`config.mk`:
```
export PLATFORM = sky130hd
export DESIGN_NAME = idma_evt_tracker
export DESIGN_NICKNAME = d
export VERILOG_FILES = /design/src/rtl/idma_evt_tracker.sv
export SDC_FILE = /design/constraint.sdc
export NUM_CORES = 1
export LEC_CHECK = 0
export CORE_MARGIN = 1
export CORE_UTILIZATION = 44
export DETAILED_ROUTE_END_ITERATION = 10
export PLACE_DENSITY = 0.83
export SETUP_SLACK_MARGIN = 0.5
export SLEW_MARGIN = 5
export SYNTH_ARGS = -nofsm -noshare
export SYNTH_HDL_FRONTEND = slang
export SYNTH_SLANG_ARGS = --single-unit
```
`constraint.sdc`:
```
create_clock -name clk_i -period 2.03 [get_ports clk_i]
set_clock_uncertainty 0.1 [all_clocks]
set_input_delay 0.406 -clock clk_i [delete_from_list [all_inputs] [get_ports clk_i]]
set_output_delay 0.406 -clock clk_i [all_outputs]
set_load 0.01 [all_outputs]
```
`src/rtl/idma_evt_tracker.sv`:
```
`default_nettype none
// idma_evt_tracker -- per-tile iDMA status tracker: outstanding/error counters,
// per-channel state machine, event pulses and a maskable level interrupt. Rev 1.0
module idma_evt_tracker #(
    parameter int CNT_W     = 4,
    parameter int ERR_CNT_W = 8
) (
    input  logic                 clk_i,
    input  logic                 rst_ni,
    input  logic                 clear_i,
    input  logic                 irq_a2o_busy_i,
    input  logic                 irq_a2o_start_i,
    input  logic                 irq_a2o_done_i,
    input  logic                 irq_a2o_error_i,
    input  logic                 irq_o2a_busy_i,
    input  logic                 irq_o2a_start_i,
    input  logic                 irq_o2a_done_i,
    input  logic                 irq_o2a_error_i,
    input  logic [3:0]           irq_mask_i,
    input  logic [3:0]           irq_ack_i,
    output logic [CNT_W-1:0]     a2o_outstanding_o,
    output logic [CNT_W-1:0]     o2a_outstanding_o,
    output logic [ERR_CNT_W-1:0] a2o_err_cnt_o,
    output logic [ERR_CNT_W-1:0] o2a_err_cnt_o,
    output logic [1:0]           a2o_state_o,
    output logic [1:0]           o2a_state_o,
    output logic                 evt_a2o_done_o,
    output logic                 evt_o2a_done_o,
    output logic                 evt_a2o_err_o,
    output logic                 evt_o2a_err_o,
    output logic [3:0]           pending_o,
    output logic                 irq_o,
    output logic                 overflow_o,
    output logic                 underflow_o,
    output logic                 all_idle_o
);

    typedef enum logic [1:0] {
        ST_IDLE   = 2'd0,
        ST_ACTIVE = 2'd1,
        ST_ERROR  = 2'd2
    } state_e;

    localparam logic [CNT_W-1:0]     CNT_MAX = '1;
    localparam logic [ERR_CNT_W-1:0] ERR_MAX = '1;

    // Channel 0 = AXI2OBI, channel 1 = OBI2AXI; pending/mask bits are {err,drained} per channel.
    logic [1:0] start_w, done_w, err_w, busy_w, ack_drn_w, ack_err_w;

    assign start_w   = {irq_o2a_start_i, irq_a2o_start_i};
    assign done_w    = {irq_o2a_done_i,  irq_a2o_done_i};
    assign err_w     = {irq_o2a_error_i, irq_a2o_error_i};
    assign busy_w    = {irq_o2a_busy_i,  irq_a2o_busy_i};
    assign ack_drn_w = {irq_ack_i[2],    irq_ack_i[0]};
    assign ack_err_w = {irq_ack_i[3],    irq_ack_i[1]};

    logic [CNT_W-1:0]     cnt_q     [2];
    logic [CNT_W-1:0]     cnt_d     [2];
    logic [ERR_CNT_W-1:0] err_cnt_q [2];
    logic [ERR_CNT_W-1:0] err_cnt_d [2];
    state_e               state_q   [2];
    state_e               state_d   [2];
    logic [1:0]           evt_done_q, evt_done_d;
    logic [1:0]           evt_err_q,  evt_err_d;
    logic [3:0]           pending_q,  pending_d;
    logic [3:0]           pend_set_w;
    logic                 irq_q, irq_d;
    logic                 ovf_q, ovf_d;
    logic                 unf_q, unf_d;
    logic                 all_idle_q, all_idle_d;

    always_comb begin
        ovf_d      = ovf_q;
        unf_d      = unf_q;
        pend_set_w = '0;
        evt_done_d = '0;
        evt_err_d  = '0;
        for (int ch = 0; ch < 2; ch++) begin
            cnt_d[ch] = cnt_q[ch];
            // A start and a done in the same cycle cancel: no count change, no flags, no drain.
            if (start_w[ch] && !done_w[ch]) begin
                if (cnt_q[ch] == CNT_MAX) begin
                    ovf_d = 1'b1;
                end else begin
                    cnt_d[ch] = cnt_q[ch] + CNT_W'(1);
                end
            end else if (done_w[ch] && !start_w[ch]) begin
                if (cnt_q[ch] == '0) begin
                    unf_d = 1'b1;
                end else begin
                    cnt_d[ch]      = cnt_q[ch] - CNT_W'(1);
                    evt_done_d[ch] = (cnt_q[ch] == CNT_W'(1));
                end
            end

            evt_err_d[ch] = err_w[ch];
            err_cnt_d[ch] = err_cnt_q[ch];
            if (err_w[ch] && (err_cnt_q[ch] != ERR_MAX)) begin
                err_cnt_d[ch] = err_cnt_q[ch] + ERR_CNT_W'(1);
            end

            state_d[ch] = state_q[ch];
            if (err_w[ch]) begin
                state_d[ch] = ST_ERROR;
            end else if ((state_q[ch] != ST_ERROR) || ack_err_w[ch]) begin
                state_d[ch] = (cnt_d[ch] != '0) ? ST_ACTIVE : ST_IDLE;
            end

            pend_set_w[2*ch]   = evt_done_d[ch];
            pend_set_w[2*ch+1] = err_w[ch];
        end

        // Set wins over acknowledge in the same cycle.
        pending_d  = (pending_q & ~irq_ack_i) | pend_set_w;
        irq_d      = |(pending_q & irq_mask_i);
        all_idle_d = (cnt_d[0] == '0) && (cnt_d[1] == '0) && (busy_w == 2'b00) &&
                     (state_d[0] == ST_IDLE) && (state_d[1] == ST_IDLE);
    end

    always_ff @(posedge clk_i or negedge rst_ni) begin
        if (!rst_ni) begin
            for (int ch = 0; ch < 2; ch++) begin
                cnt_q[ch]     <= '0;
                err_cnt_q[ch] <= '0;
                state_q[ch]   <= ST_IDLE;
            end
            evt_done_q <= '0;
            evt_err_q  <= '0;
            pending_q  <= '0;
            irq_q      <= 1'b0;
            ovf_q      <= 1'b0;
            unf_q      <= 1'b0;
            all_idle_q <= 1'b1;
        end else if (clear_i) begin
            for (int ch = 0; ch < 2; ch++) begin
                cnt_q[ch]     <= '0;
                err_cnt_q[ch] <= '0;
                state_q[ch]   <= ST_IDLE;
            end
            evt_done_q <= '0;
            evt_err_q  <= '0;
            pending_q  <= '0;
            irq_q      <= 1'b0;
            ovf_q      <= 1'b0;
            unf_q      <= 1'b0;
            all_idle_q <= 1'b1;
        end else begin
            for (int ch = 0; ch < 2; ch++) begin
                cnt_q[ch]     <= cnt_d[ch];
                err_cnt_q[ch] <= err_cnt_d[ch];
                state_q[ch]   <= state_d[ch];
            end
            evt_done_q <= evt_done_d;
            evt_err_q  <= evt_err_d;
            pending_q  <= pending_d;
            irq_q      <= irq_d;
            ovf_q      <= ovf_d;
            unf_q      <= unf_d;
            all_idle_q <= all_idle_d;
        end
    end

    assign a2o_outstanding_o = cnt_q[0];
    assign o2a_outstanding_o = cnt_q[1];
    assign a2o_err_cnt_o     = err_cnt_q[0];
    assign o2a_err_cnt_o     = err_cnt_q[1];
    assign a2o_state_o       = state_q[0];
    assign o2a_state_o       = state_q[1];
    assign evt_a2o_done_o    = evt_done_q[0];
    assign evt_o2a_done_o    = evt_done_q[1];
    assign evt_a2o_err_o     = evt_err_q[0];
    assign evt_o2a_err_o     = evt_err_q[1];
    assign pending_o         = pending_q;
    assign irq_o             = irq_q;
    assign overflow_o        = ovf_q;
    assign underflow_o       = unf_q;
    assign all_idle_o        = all_idle_q;

endmodule
`default_nettype wire

```
==> results of run 1 <==
-- state kept, by name, summed over array words and instances (netlist names) --
signal             flops
o2a_outstanding_o      4
overflow_o             1
o2a_state_o            2
a2o_err_cnt_o          8
o2a_err_cnt_o          8
underflow_o            1
irq_o                  1
all_idle_o             1
pending_o              4
evt_err_q              2
a2o_outstanding_o      4
evt_done_q             2
a2o_state_o            2
-- layer usage --
metal	GRT usage, %	up-vias	wire, um
li1	-	1086	-
met1	32.6	1193	3260
met2	46.2	88	3870
met3	6.35	21	385
met4	7.63	0	184
met5	0	-	0
-- worst paths after layout --
| check | end | cells after the start |
|---|---|---|
| worst min register to register | overflow_o | 2 |
| min in group asynchronous | a2o_err_cnt_o[5] | 3 |
| max in group asynchronous | all_idle_o | 3 |
| worst min-delay path | overflow_o | 2 |
| worst max register to register | all_idle_o | 6 |
| worst max-delay path | all_idle_o | 6 |
-- stage by stage --
| stage | worst slack, ns | setup TNS [ns] | instances |
|---|---|---|---|
| 2_1_floorplan | 0.156 | 0 | 224 |
| 3_3_place_gp | -0.241 | -0.601 | 363 |
| 3_5_place_dp | -0.281 | -0.776 | 363 |
| 4_1_cts | 0.0667 | 0 | 418 |
| 5_1_grt | -0.0596 | -0.0714 | 435 |
| 6_report | 0.0139 | 0 | 435 |
-- power groups by stage --
stage	Combinational [mW]	Clock, mW	Sequential (mW)
after floorplan	0.273	0	0.924
after global placement	0.517	0	0.918
after detailed placement	0.532	0	0.919
after CTS	0.728	0.775	0.897
after global routing	0.930	0.838	0.917
final	0.879	0.788	0.913
-- worst max-delay path, stage by stage, from the launching register on --
cell and delay [ns]:
dfrtp_2 0.47, buf_1 0.20, nand2b_1 0.21, a211oi_1 0.27
o21ai_1 0.16, a221oi_4 0.35, a41o_1 0.22
-- cell families (layout without fill, tap and decap cells) --
family | after synthesis | count (layout) | synth area share, %
fa+ha+maj | 8 | 8 | 4.56
compound gates | 39 | 39 | 13.6
flops | 40 | 40 | 45.7
simple gates | 100 | 100 | 25.1
buf+inv | 18 | 162 | 3.19
xor+xnor | 15 | 15 | 5.99
mux | 4 | 4 | 1.83
-- layout by cell type (no fill, tap or decap), drive strengths merged, types with 5 or more instances in the layout --
cell type      instances
a221oi                 6
xnor2                  7
dfrtp                 39
nand2                  9
inv                   11
o21ai                  5
and3                   5
a21oi                  8
nor2                  37
xor2                   8
buf                   95
clkbuf                11
nor2b                  8
nor3b                  5
nand3                  6
dlygate4sd2           20
clkdlybuf4s50         15
ha                     8
clkdlybuf4s15          7
-- area by class of cell --
type,count,area (um2)
flip-flops and latches,40,1020
inverters,11,46.3
multi-input cells,166,1440
fillers,244,790
clock buffers,6,72.6
clock inverters,2,60.1
well taps,67,83.8
repair buffers,143,1240
-- what timing repair did --
action                                  4_1_cts  5_1_grt
resized for setup                           110       68
pin swaps                                    27       30
hold buffers                                  1        0
endpoints found under the hold margin        39        0
gates cloned                                  0        0
endpoints found under the setup margin       63       54
setup buffers                                46       17
==> impl_results.html, run 1 <==
<table>
<tr><th>Metric</th><th>Value</th></tr>
<tr><th colspan="2">Worst hold path</th></tr>
<tr><td>Type of the worst min-delay path</td><td>reg -&gt; reg</td></tr>
<tr><td>Worst hold path startpoint</td><td>overflow_o</td></tr>
<tr><th colspan="2">Global route</th></tr>
<tr><td>Initial antenna violation count</td><td>0</td></tr>
<tr><td>First-pass GRT wire length</td><td>about 11 mm</td></tr>
<tr><td>Total global-route track usage</td><td>26.5%</td></tr>
<tr><td>Maximum number of pins on one net before global-route repair</td><td>between 40 and 50</td></tr>
<tr><td>Grt total ovfl</td><td>0</td></tr>
<tr><td>Via count of the first global-routing pass</td><td>2234</td></tr>
<tr><th colspan="2">Timing</th></tr>
<tr><td>Final Max Tran Viols</td><td>0</td></tr>
<tr><td>Final count of hold timing violations</td><td>0</td></tr>
<tr><td>Highest achievable clock rate</td><td>approximately 0.50 GHz</td></tr>
<tr><td>Final period demand of the worst path</td><td>slightly above 2 ns</td></tr>
<tr><td>Final clock period utilization by the worst path</td><td>99.3%</td></tr>
<tr><td>Endpoints failing setup</td><td>0</td></tr>
<tr><td>Final Hold Slack</td><td>around 0.44 ns</td></tr>
<tr><td>Setup repair after global routing missed its margin</td><td>true</td></tr>
<tr><td>Max-slew headroom</td><td>between 70% and 80%</td></tr>
<tr><td>Worst Tran Pin Value</td><td>approximately 0.43 ns</td></tr>
<tr><th colspan="2">Yosys</th></tr>
<tr><td>Number of enable flip-flop cells after synthesis</td><td>0</td></tr>
<tr><td>Leading cell types by total area after synthesis</td><td>dfrtp_1 (44%), nor2_1 (6.2%), ha_1 (4.6%)</td></tr>
<tr><td>Post-synth top flop</td><td>dfrtp_1</td></tr>
<tr><td>Proportion of synthesized flip-flops having asynchronous set or reset</td><td>between 90% and 100%</td></tr>
<tr><td>Per-instance average area after synthesis</td><td>slightly below 10 um2</td></tr>
<tr><td>Post-synthesis sequential area ratio</td><td>a little under half</td></tr>
<tr><td>Number of distinct library cells after synthesis</td><td>55</td></tr>
<tr><td>Net count after synthesis</td><td>~250</td></tr>
<tr><td>Post-Synthesis Cells</td><td>about 220</td></tr>
<tr><td>Top-area cell type share of the netlist area</td><td>about 44%</td></tr>
<tr><td>Post-synth top cells</td><td>dfrtp_1 (39), nor2_1 (36), inv_1 (11), nand2_1 (9)</td></tr>
<tr><td>Register bit total from synthesis</td><td>40</td></tr>
<tr><td>Yosys warnings</td><td>0</td></tr>
<tr><td>Cell with the most instances after synthesis</td><td>dfrtp_1</td></tr>
<tr><td>Most area-hungry cell type in the Yosys netlist</td><td>dfrtp_1</td></tr>
<tr><td>Synthesized area</td><td>around 2200 um2</td></tr>
<tr><th colspan="2">Routing</th></tr>
<tr><td>Vias per cell</td><td>5.49</td></tr>
<tr><td>Antenna viol nets, final</td><td>0</td></tr>
<tr><td>Total number of vias</td><td>approximately 2400</td></tr>
<tr><td>Average detailed-routed wire length per instance</td><td>17.7 um</td></tr>
<tr><td>Length of the first detailed-routing pass in iterations</td><td>4</td></tr>
<tr><td>Violation count after the first detailed-route iteration</td><td>roughly 120</td></tr>
<tr><td>Residual DRC count</td><td>0</td></tr>
<tr><td>Post-Route WL</td><td>roughly 7.7 mm</td></tr>
<tr><th colspan="2">Power</th></tr>
<tr><td>Overall power after layout</td><td>between 2 and 3 mW</td></tr>
<tr><td>Internal power consumption</td><td>around 1.8 mW</td></tr>
<tr><td>Static leakage power</td><td>around 1.9 nW</td></tr>
<tr><td>Net Sw Frac</td><td>between 20% and 30%</td></tr>
<tr><td>Part of the power in the clock network</td><td>30.6%</td></tr>
<tr><td>Part of the total power dissipated in sequential elements</td><td>roughly 35%</td></tr>
<tr><td>Net Switching</td><td>754 uW</td></tr>
<tr><td>Power per Cell Area</td><td>around 650 nW/um2</td></tr>
<tr><td>Logic gate share of total power</td><td>roughly 34%</td></tr>
<tr><td>IR drop worst, VDD</td><td>between 0.0003 and 0.0004 V</td></tr>
<tr><th colspan="2">Floorplan</th></tr>
<tr><td>Top Ports</td><td>just under 60</td></tr>
<tr><td>Rows</td><td>25</td></tr>
<tr><td>Die Y-Extent</td><td>approximately 73 um</td></tr>
<tr><td>Area of the core region</td><td>4750 um2</td></tr>
<tr><td>Die Wd</td><td>72.6 um</td></tr>
<tr><td>Total Die Area</td><td>between 5000 and 6000 um2</td></tr>
<tr><td>Initial Utilization</td><td>46.1%</td></tr>
<tr><th colspan="2">Clock tree</th></tr>
<tr><td>Cell at the root of the clock tree</td><td>clkbuf_8</td></tr>
<tr><td>Source-to-sink clock delay at the later pin of the worst-skew pair</td><td>~0.3 ns</td></tr>
<tr><td>Count of H-tree levels built during CTS</td><td>2</td></tr>
<tr><td>Worst-case clock buffer depth</td><td>2</td></tr>
<tr><td>Clock transition time at the flip-flop clock pins of the worst setup and hold paths</td><td>about 0.080 ns</td></tr>
<tr><td>Clock tree from TritonCTS</td><td>done</td></tr>
<tr><td>Number of buffers inserted during clock tree synthesis</td><td>5</td></tr>
<tr><td>TritonCTS sink count</td><td>40</td></tr>
<tr><th colspan="2">Place</th></tr>
<tr><td>Gpl congestion</td><td>a little over 0.8</td></tr>
<tr><td>Instance area at placement</td><td>just over 3000 um2</td></tr>
<tr><td>Port bufs</td><td>58</td></tr>
<tr><td>Hpwl dp</td><td>3.69 mm</td></tr>
<tr><th colspan="2">Setup path</th></tr>
<tr><td>Worst setup EP type</td><td>flop</td></tr>
<tr><td>Critical setup path kind</td><td>reg -&gt; reg</td></tr>
<tr><td>Source of the critical timing path</td><td>a2o_outstanding_o[3]</td></tr>
<tr><td>Maximum fanout count along the critical path</td><td>5</td></tr>
<tr><td>Crit path DAT</td><td>about 2.2 ns</td></tr>
<tr><td>Data required time of the critical path</td><td>2.17 ns</td></tr>
<tr><td>Worst setup slack for register-to-register paths</td><td>approximately 0.014 ns</td></tr>
<tr><td>Worst setup SP type</td><td>flop</td></tr>
<tr><td>Startpoint of the worst register-to-register path</td><td>a2o_outstanding_o[3]</td></tr>
<tr><th colspan="2">Final layout</th></tr>
<tr><td>Core Util, Final</td><td>approximately 83%</td></tr>
<tr><td>Antenna fix cells</td><td>0</td></tr>
<tr><td>Layout area overhead</td><td>80.8%</td></tr>
<tr><td>Share of post-route cells with drive strength above 1</td><td>a little under half</td></tr>
<tr><td>Area of all placed cells without fillers</td><td>3970 um2</td></tr>
<tr><td># nets final</td><td>slightly below 400</td></tr>
<tr><th colspan="2">Status</th></tr>
<tr><td>Result of the run</td><td>finished, final reports clean</td></tr>
<tr><th colspan="2">Flow run</th></tr>
<tr><td>Max-capacitance violation count</td><td>0</td></tr>
</table>
(Power assumes the default switching activity.)
==> run 2, diff against run 1 <==
--- a/config.mk
+++ b/config.mk
@@ -5,8 +5,9 @@
 export SDC_FILE = /design/constraint.sdc
 export NUM_CORES = 1
 export LEC_CHECK = 0
+export ABC_AREA = 1
 export CORE_MARGIN = 1
-export CORE_UTILIZATION = 44
+export CORE_UTILIZATION = 45
 export DETAILED_ROUTE_END_ITERATION = 10
 export PLACE_DENSITY = 0.83
 export SETUP_SLACK_MARGIN = 0.5
==> impl_results.html, run 2 <==
<table>
<tr><th>Metric</th><th>Value</th></tr>
<tr><th colspan="2">Final layout</th></tr>
<tr><td>Core Util, Final</td><td>76.3% (-7.1 points)</td></tr>
<tr><td>Share of post-route cells with drive strength above 1</td><td>38.2% (-8.3 points)</td></tr>
<tr><td>Layout area overhead</td><td>63.5%</td></tr>
<tr><td># nets final</td><td>450 (+14%)</td></tr>
<tr><td>Multi-input combinational cell area</td><td>1420 um2 (-1.7%)</td></tr>
<tr><td>Most common library cell in the layout ignoring fill and taps</td><td>buf_4</td></tr>
<tr><td>Area of all placed cells without fillers</td><td>3870 um2 (-2.4%)</td></tr>
<tr><td>Sequential cell area</td><td>1020 um2 (unchanged)</td></tr>
<tr><td>Antenna fix cells</td><td>0 (unchanged)</td></tr>
<tr><td>Fin cells</td><td>494 (+14%)</td></tr>
<tr><td>Number of filler instances in the final layout</td><td>341 (+40%)</td></tr>
<tr><td>Most used cells in the layout excluding fill and tap cells</td><td>buf_4 (52), nand2_1 (49), inv_1 (31)</td></tr>
<tr><th colspan="2">Floorplan</th></tr>
<tr><td>Total Die Area</td><td>5550 um2 (+5.4%)</td></tr>
<tr><td>Rows</td><td>26 (+4.0%)</td></tr>
<tr><td>Die Y-Extent</td><td>74.5 um (+2.7%)</td></tr>
<tr><td>Die Wd</td><td>74.5 um (+2.7%)</td></tr>
<tr><td>Area of the core region</td><td>5070 um2 (+6.7%)</td></tr>
<tr><td>Initial Utilization</td><td>46.6% (+0.52 points)</td></tr>
<tr><td>Top Ports</td><td>59 (unchanged)</td></tr>
<tr><th colspan="2">Global route</th></tr>
<tr><td>Via count of the first global-routing pass</td><td>2325 (+4.1%)</td></tr>
<tr><td>First-pass GRT wire length</td><td>10.5 mm (-1.0%)</td></tr>
<tr><td>Grt total ovfl</td><td>0 (unchanged)</td></tr>
<tr><td>Initial antenna violation count</td><td>0 (unchanged)</td></tr>
<tr><td>Total global-route track usage</td><td>25.2% (-1.3 points)</td></tr>
<tr><td>Maximum number of pins on one net before global-route repair</td><td>41 (unchanged)</td></tr>
<tr><th colspan="2">Setup path</th></tr>
<tr><td>Library cell contributing the largest single delay on the critical path</td><td>dfrtp_2</td></tr>
<tr><td>Critical setup path kind</td><td>reg -&gt; reg</td></tr>
<tr><td>Longest individual stage delay on the worst path</td><td>0.43 ns (-0.04 ns)</td></tr>
<tr><td>Maximum fanout count along the critical path</td><td>7 (+2)</td></tr>
<tr><td>Crit path DAT</td><td>1.98 ns (-0.18 ns)</td></tr>
<tr><td>Data required time of the critical path</td><td>2.12 ns (-0.05 ns)</td></tr>
<tr><td>Worst setup EP type</td><td>flop</td></tr>
<tr><td>Worst setup SP type</td><td>flop</td></tr>
<tr><td>Worst reg2reg path depth</td><td>12 (+6)</td></tr>
<tr><td>Crit path cell chain</td><td>buf_6, buf_12, nor2_8, nand2_4, nand2_4, buf_4, nand2_1, nand2_1, nand2_2, nand2_2, nor2_4, nor3_1</td></tr>
<tr><th colspan="2">Yosys</th></tr>
<tr><td>Adder-cell share of the synthesized area</td><td>4.23% (-0.34 points)</td></tr>
<tr><td>Leading cell types by total area after synthesis</td><td>dfrtp_1 (41%), nand2_1 (10%), inv_1 (6.2%)</td></tr>
<tr><td>Post-synth top cells</td><td>nand2_1 (65), dfrtp_1 (39), inv_1 (39), nand3_1 (25), nor2_1 (25)</td></tr>
<tr><td>Post-Synthesis Cells</td><td>300 (+34%)</td></tr>
<tr><td>Yosys warnings</td><td>0 (unchanged)</td></tr>
<tr><td>Xor/xnor share of the synthesized area</td><td>1.85% (-4.1 points)</td></tr>
<tr><td>Top-area cell type share of the netlist area</td><td>41.2% (-3.3 points)</td></tr>
<tr><td>Post-synth top flop</td><td>dfrtp_1</td></tr>
<tr><td>Register bit total from synthesis</td><td>40 (unchanged)</td></tr>
<tr><td>Proportion of synthesized area in mux cells</td><td>0% (-1.8 points)</td></tr>
<tr><td>Per-instance average area after synthesis</td><td>7.89 um2 (-19%)</td></tr>
<tr><td>Number of distinct library cells after synthesis</td><td>32 (-42%)</td></tr>
<tr><td>Proportion of synthesized flip-flops having asynchronous set or reset</td><td>100% (unchanged)</td></tr>
<tr><td>Post-synthesis sequential area ratio</td><td>42.3% (-3.4 points)</td></tr>
<tr><td>Number of enable flip-flop cells after synthesis</td><td>0 (unchanged)</td></tr>
<tr><td>Most area-hungry cell type in the Yosys netlist</td><td>dfrtp_1</td></tr>
<tr><td>Synthesized area</td><td>2370 um2 (+7.9%)</td></tr>
<tr><td>Cell with the most instances after synthesis</td><td>nand2_1</td></tr>
<tr><td>Net count after synthesis</td><td>327 (+30%)</td></tr>
<tr><td>Largest family of logic cells by synthesized area</td><td>simple AND/OR/NAND/NOR gates</td></tr>
<tr><td>Fraction of the mapped netlist area in compound gates</td><td>8.25% (-5.4 points)</td></tr>
<tr><td>Post-Synth Simple-Gate Area</td><td>34.3% (+9.2 points)</td></tr>
<tr><th colspan="2">Routing</th></tr>
<tr><td>Vias per cell</td><td>5.44 (-0.95%)</td></tr>
<tr><td>Wire length on met3</td><td>612 um (+59%)</td></tr>
<tr><td>Length of the first detailed-routing pass in iterations</td><td>4 (unchanged)</td></tr>
<tr><td>Antenna viol nets, final</td><td>0 (unchanged)</td></tr>
<tr><td>Violation count after the first detailed-route iteration</td><td>264 (+120%)</td></tr>
<tr><td>Post-Route WL</td><td>8.38 mm (+8.9%)</td></tr>
<tr><td>Residual DRC count</td><td>0 (unchanged)</td></tr>
<tr><td>Uppermost layer routed</td><td>met4</td></tr>
<tr><td>Met2 WL post-DR</td><td>4.29 mm (+11%)</td></tr>
<tr><td>Total number of vias</td><td>2686 (+12%)</td></tr>
<tr><td>Average detailed-routed wire length per instance</td><td>17.0 um (-4.1%)</td></tr>
<tr><td>Met1 wire length</td><td>3.18 mm (-2.3%)</td></tr>
<tr><th colspan="2">Timing</th></tr>
<tr><td>Final clock period utilization by the worst path</td><td>92.8% (-6.5 points)</td></tr>
<tr><td>Final Max Tran Viols</td><td>0 (unchanged)</td></tr>
<tr><td>Final period demand of the worst path</td><td>1.88 ns (-0.133 ns)</td></tr>
<tr><td>Max-slew headroom</td><td>70.0% (-1.5 points)</td></tr>
<tr><td>Final count of hold timing violations</td><td>0 (unchanged)</td></tr>
<tr><td>Setup repair after global routing missed its margin</td><td>true</td></tr>
<tr><td>Worst Tran Pin Value</td><td>0.445 ns (+0.0190 ns)</td></tr>
<tr><td>Highest achievable clock rate</td><td>0.531 GHz (+7.1%)</td></tr>
<tr><td>Setup total negative slack</td><td>0 ns (unchanged)</td></tr>
<tr><td>Endpoints failing setup</td><td>0 (unchanged)</td></tr>
<tr><td>Final Hold Slack</td><td>0.395 ns (-0.0426 ns)</td></tr>
<tr><th colspan="2">Flow run</th></tr>
<tr><td>Max-capacitance violation count</td><td>0 (unchanged)</td></tr>
<tr><th colspan="2">Worst hold path</th></tr>
<tr><td>Type of the worst min-delay path</td><td>reg -&gt; reg</td></tr>
<tr><td>Hold path cells</td><td>2 (unchanged)</td></tr>
<tr><th colspan="2">Power</th></tr>
<tr><td>IR drop worst, VDD</td><td>0.000293 V (-25%)</td></tr>
<tr><td>Static leakage power</td><td>1.96 nW (+3.0%)</td></tr>
<tr><td>Power per Cell Area</td><td>541 nW/um2 (-17%)</td></tr>
<tr><th colspan="2">Place</th></tr>
<tr><td>Port bufs</td><td>58 (unchanged)</td></tr>
<tr><td>Placed Instances</td><td>423 (+17%)</td></tr>
<tr><td>Instance area at placement</td><td>3060 um2 (+0.12%)</td></tr>
<tr><td>Gpl congestion</td><td>0.888 (+8.0%)</td></tr>
<tr><td>Hpwl dp</td><td>4.10 mm (+11%)</td></tr>
<tr><th colspan="2">Clock tree</th></tr>
<tr><td>Cell at the root of the clock tree</td><td>clkbuf_8</td></tr>
<tr><td>Number of buffers inserted during clock tree synthesis</td><td>5 (unchanged)</td></tr>
<tr><td>Count of H-tree levels built during CTS</td><td>2 (unchanged)</td></tr>
<tr><td>Clock transition time at the flip-flop clock pins of the worst setup and hold paths</td><td>0.07 ns (about the same)</td></tr>
<tr><td>Clock tree from TritonCTS</td><td>done</td></tr>
<tr><td>Worst-case clock buffer depth</td><td>2 (unchanged)</td></tr>
<tr><td>TritonCTS sink count</td><td>40 (unchanged)</td></tr>
<tr><td>Source-to-sink clock delay at the later pin of the worst-skew pair</td><td>0.31 ns (about the same)</td></tr>
<tr><th colspan="2">Status</th></tr>
<tr><td>Result of the run</td><td>finished, final reports clean</td></tr>
</table>
## run 2: path summary, 6_finish.rpt
check,to,slack (ns),start
setup / recovery,a2o_state_o[0],0.15,a2o_outstanding_o[2]
hold / removal,underflow_o,0.40,underflow_o
setup reg to reg,a2o_state_o[0],0.15,a2o_outstanding_o[2]
hold reg to reg,underflow_o,0.40,underflow_o
max in group asynchronous,all_idle_o,1.06,rst_ni
min in group asynchronous,a2o_outstanding_o[3],0.51,rst_ni
## run 2: cell type report
class / instances / area share [%]
multi-input cells: 208 / 36.6
repair buffers: 123 / 28.0
flip-flops and latches: 40 / 26.2
inverters: 45 / 4.59
clock buffers: 8 / 2.33
well taps: 70 / 2.26
## run 2: logic make-up after synthesis
logic type / count (synthesis)
AND/OR/NAND/NOR: 161
flip-flops: 40
XOR/XNOR: 5
adder cells (fa/ha/maj): 8
AO/OA/AOI/OAI: 34
buffers and inverters: 52
## run 2: report_power, final
group          switching, mW  internal, mW  total [mW]
Clock                  0.281         0.277       0.559
Sequential            0.0344         0.836       0.871
Combinational          0.356         0.309       0.665
## run 2: what timing repair did
item                                    CTS  global route
gates resized for setup                  82            69
pin swaps                                16            27
endpoints found under the setup margin   56            41
hold buffers                              1             0
setup buffers                            47            15
hold endpoints to repair                 39             0
## run 2: stage by stage
| stage | setup slack, ns | power, mW |
|---|---|---|
| final | 0.147 | 2.09 |
| after detailed placement | 0.0145 | 1.32 |
| after global routing | 0.135 | 2.17 |
| after CTS | 0.323 | 1.95 |
| after global placement | 0.0647 | 1.31 |
| after floorplan | 0.507 | 1.13 |
## run 2: metal layers
layer  global-route usage, %  vias to the layer above
met5                       0                        -
met1                    29.2                     1283
met2                    45.6                      157
li1                        -                     1214
met4                    9.22                        0
met3                    5.15                       32
## run 2: critical path: cells and delay by family (launching register included)
family | cells | cell delay, ns
flops | 1 | 0.43
buf+inv | 3 | 0.38
simple gates | 9 | 0.87
==> run 3, diff against run 2 <==
--- a/config.mk
+++ b/config.mk
@@ -6,11 +6,12 @@
 export NUM_CORES = 1
 export LEC_CHECK = 0
 export ABC_AREA = 1
-export CORE_MARGIN = 1
+export CORE_MARGIN = 2
 export CORE_UTILIZATION = 45
 export DETAILED_ROUTE_END_ITERATION = 10
 export PLACE_DENSITY = 0.83
 export SETUP_SLACK_MARGIN = 0.5
+export SKIP_LAST_GASP = 1
 export SLEW_MARGIN = 5
 export SYNTH_ARGS = -nofsm -noshare
 export SYNTH_HDL_FRONTEND = slang
==> impl_results.html, run 3 (synthesis gave the netlist of run 2 again) <==
<table>
<tr><th>Metric</th><th>Value</th></tr>
<tr><th colspan="2">Status</th></tr>
<tr><td>Result of the run</td><td>finished, final reports clean</td></tr>
<tr><th colspan="2">Setup path</th></tr>
<tr><td>Data required time of the critical path</td><td>2.15 ns (+0.03 ns)</td></tr>
<tr><td>Worst path bufs/invs</td><td>2 (-1)</td></tr>
<tr><td>Maximum fanout count along the critical path</td><td>4 (-3)</td></tr>
<tr><td>Cell type group with the largest total delay on the critical path</td><td>simple AND/OR/NAND/NOR gates</td></tr>
<tr><td>Longest individual stage delay on the worst path</td><td>0.46 ns (+0.03 ns)</td></tr>
<tr><td>Crit path cell chain</td><td>buf_6, ha_4, nand3_4, nand2_2, inv_1, nand2_1, nand2_1, nand2_2, nor2_4, nand3_1, nand2_1</td></tr>
<tr><td>Crit path DAT</td><td>1.82 ns (-0.16 ns)</td></tr>
<tr><td>Worst setup SP type</td><td>flop</td></tr>
<tr><td>Critical setup path kind</td><td>reg -&gt; reg</td></tr>
<tr><td>Worst setup EP type</td><td>flop</td></tr>
<tr><td>Library cell appearing most often on the critical path</td><td>nand2_1</td></tr>
<tr><td>Library cell contributing the largest single delay on the critical path</td><td>dfrtp_2</td></tr>
<tr><th colspan="2">Routing</th></tr>
<tr><td>Antenna viol nets, final</td><td>0 (unchanged)</td></tr>
<tr><td>Total number of vias</td><td>2687 (+0.037%)</td></tr>
<tr><td>Post-Route WL</td><td>7.93 mm (-5.4%)</td></tr>
<tr><td>Violation count after the first detailed-route iteration</td><td>248 (-6.1%)</td></tr>
<tr><td>Average detailed-routed wire length per instance</td><td>16.1 um (-5.2%)</td></tr>
<tr><td>Length of the first detailed-routing pass in iterations</td><td>5 (+1)</td></tr>
<tr><td>Vias per cell</td><td>5.45 (+0.24%)</td></tr>
<tr><td>Residual DRC count</td><td>0 (unchanged)</td></tr>
<tr><th colspan="2">Final layout</th></tr>
<tr><td>Most common library cell in the layout ignoring fill and taps</td><td>nand2_1</td></tr>
<tr><td>Most used cells in the layout excluding fill and tap cells</td><td>nand2_1 (54), buf_4 (52), inv_1 (30), dfrtp_1 (30), dlygate4sd2_1 (29)</td></tr>
<tr><td>Number of filler instances in the final layout</td><td>340 (-0.29%)</td></tr>
<tr><td>Antenna fix cells</td><td>0 (unchanged)</td></tr>
<tr><td>Share of post-route cells with drive strength above 1</td><td>36.6% (-1.6 points)</td></tr>
<tr><td>Layout area overhead</td><td>60.0%</td></tr>
<tr><td>Fin cells</td><td>493 (-0.20%)</td></tr>
<tr><td># nets final</td><td>449 (-0.22%)</td></tr>
<tr><th colspan="2">Clock tree</th></tr>
<tr><td>Cell at the root of the clock tree</td><td>clkbuf_8</td></tr>
<tr><td>Worst-case clock buffer depth</td><td>2 (unchanged)</td></tr>
<tr><td>Source-to-sink clock delay at the later pin of the worst-skew pair</td><td>0.29 ns (-0.02 ns)</td></tr>
<tr><td>TritonCTS sink count</td><td>40 (unchanged)</td></tr>
<tr><td>Clock tree from TritonCTS</td><td>done</td></tr>
<tr><td>Count of H-tree levels built during CTS</td><td>2 (unchanged)</td></tr>
<tr><td>Clock transition time at the flip-flop clock pins of the worst setup and hold paths</td><td>0.08 ns (about the same)</td></tr>
<tr><td>Number of buffers inserted during clock tree synthesis</td><td>5 (unchanged)</td></tr>
<tr><th colspan="2">Timing</th></tr>
<tr><td>Final clock period utilization by the worst path</td><td>83.5% (-9.3 points)</td></tr>
<tr><td>Endpoints failing setup</td><td>0 (unchanged)</td></tr>
<tr><td>Max-slew headroom</td><td>67.3% (-2.7 points)</td></tr>
<tr><td>Setup total negative slack</td><td>0 ns (unchanged)</td></tr>
<tr><td>Final period demand of the worst path</td><td>1.69 ns (-0.189 ns)</td></tr>
<tr><td>Worst Tran Pin Value</td><td>0.489 ns (+0.0440 ns)</td></tr>
<tr><td>Setup repair after global routing missed its margin</td><td>true</td></tr>
<tr><td>Highest achievable clock rate</td><td>0.590 GHz (+11%)</td></tr>
<tr><td>Final count of hold timing violations</td><td>0 (unchanged)</td></tr>
<tr><td>Final Max Tran Viols</td><td>0 (unchanged)</td></tr>
<tr><th colspan="2">Floorplan</th></tr>
<tr><td>Initial Utilization</td><td>46.3% (-0.30 points)</td></tr>
<tr><td>Total Die Area</td><td>5860 um2 (+5.4%)</td></tr>
<tr><td>Die Wd</td><td>76.5 um (+2.7%)</td></tr>
<tr><td>Die Y-Extent</td><td>76.5 um (+2.7%)</td></tr>
<tr><td>Rows</td><td>26 (unchanged)</td></tr>
<tr><td>Area of the core region</td><td>5110 um2 (+0.64%)</td></tr>
<tr><td>Top Ports</td><td>59 (unchanged)</td></tr>
<tr><th colspan="2">Global route</th></tr>
<tr><td>First-pass GRT wire length</td><td>12.0 mm (+14%)</td></tr>
<tr><td>Initial antenna violation count</td><td>0 (unchanged)</td></tr>
<tr><td>Total global-route track usage</td><td>25.2% (+0.029 points)</td></tr>
<tr><td>Via count of the first global-routing pass</td><td>2528 (+8.7%)</td></tr>
<tr><td>Maximum number of pins on one net before global-route repair</td><td>21 (-49%)</td></tr>
<tr><td>Grt total ovfl</td><td>0 (unchanged)</td></tr>
<tr><th colspan="2">Place</th></tr>
<tr><td>Port bufs</td><td>58 (unchanged)</td></tr>
<tr><td>Placed Instances</td><td>426 (+0.71%)</td></tr>
<tr><td>Gpl congestion</td><td>0.894 (+0.72%)</td></tr>
<tr><td>Hpwl dp</td><td>4.49 mm (+9.5%)</td></tr>
<tr><th colspan="2">Flow run</th></tr>
<tr><td>Max-capacitance violation count</td><td>0 (unchanged)</td></tr>
<tr><th colspan="2">Power</th></tr>
<tr><td>Power per Cell Area</td><td>555 nW/um2 (+2.6%)</td></tr>
<tr><td>Static leakage power</td><td>1.95 nW (-0.50%)</td></tr>
<tr><td>IR drop worst, VDD</td><td>0.000362 V (+23%)</td></tr>
<tr><td>Overall power after layout</td><td>2.10 mW (+0.39%)</td></tr>
<tr><th colspan="2">Worst hold path</th></tr>
<tr><td>Type of the worst min-delay path</td><td>reg -&gt; reg</td></tr>
</table>
-- run 3: cell types whose count changed in the layout (fill, tap and decap cells not counted), sizes merged --
cell	previous run	this run
buf	67	65
bufinv	0	1
clkbuf	11	13
clkdlybuf4s15	10	6
clkinv	0	1
clkinvlp	1	0
dlygate4sd2	27	29
dlymetal6s2s	2	1
inv	44	45
-- run 3: worst paths after layout --
path,start,to,slack [ns],cells after the start
min in group asynchronous,rst_ni,a2o_err_cnt_o[0],0.49,2
setup / recovery,a2o_outstanding_o[0],all_idle_o,0.34,11
setup reg to reg,a2o_outstanding_o[0],all_idle_o,0.34,11
max in group asynchronous,rst_ni,o2a_outstanding_o[2],0.79,3
hold / removal,underflow_o,underflow_o,0.40,2
hold reg to reg,underflow_o,underflow_o,0.40,2
-- run 3: layout make-up --
type                       instances  area [um2]  share of cell area (%)
clock buffer                       6        72.6                    1.92
clock inverter                     2        35.0                   0.925
inverter                          45         174                    4.59
multi-input combinational        208        1370                    36.2
sequential                        40        1010                    26.8
tap                               70        87.6                    2.31
timing repair buffer             122        1030                    27.3
-- run 3: stage by stage --
step / worst slack (ns) / area [um2] / hold slack, ns / utilization, %
final: 0.336 / 3790 / 0.399 / 74.2
after CTS: 0.348 / 3580 / 0.403 / 70.2
after global placement: 0.0624 / 3060 / 0.273 / 59.8
after global routing: 0.271 / 3790 / 0.459 / 74.2
after detailed placement: 0.0478 / 3060 / 0.278 / 59.8
after floorplan: 0.507 / 2400 / 0.0104 / -
-- run 3: layer usage --
layer / vias to the layer above / track usage [%] / share of wire, %
li1: 1211 / - / -
met1: 1305 / 30.1 / 38
met2: 145 / 45.1 / 52
met3: 26 / 4.98 / 8.0
met4: 0 / 8.73 / 2.9
met5: - / 0 / 0
-- run 3: worst reg2reg max path: stages (launching register included) --
cell and delay (ns):
dfrtp_2 0.46, buf_6 0.14, ha_4 0.16, nand3_4 0.07, nand2_2 0.08, inv_1 0.09, nand2_1 0.05, nand2_1 0.13
nand2_2 0.09, nor2_4 0.10, nand3_1 0.07, nand2_1 0.07
-- run 3: what timing repair did --
action	in CTS	in global routing
endpoints found under the setup margin	57	35
setup buffers	44	14
resized for setup	85	52
hold buffers	1	0
pin swaps	21	21
endpoints found under the hold margin	17	0
-- run 3: power by group --
part	switching, mW	internal [mW]	total (mW)
Sequential	0.0363	0.836	0.872
Combinational	0.317	0.270	0.586
Clock	0.278	0.365	0.643
Total	0.631	1.47	2.10
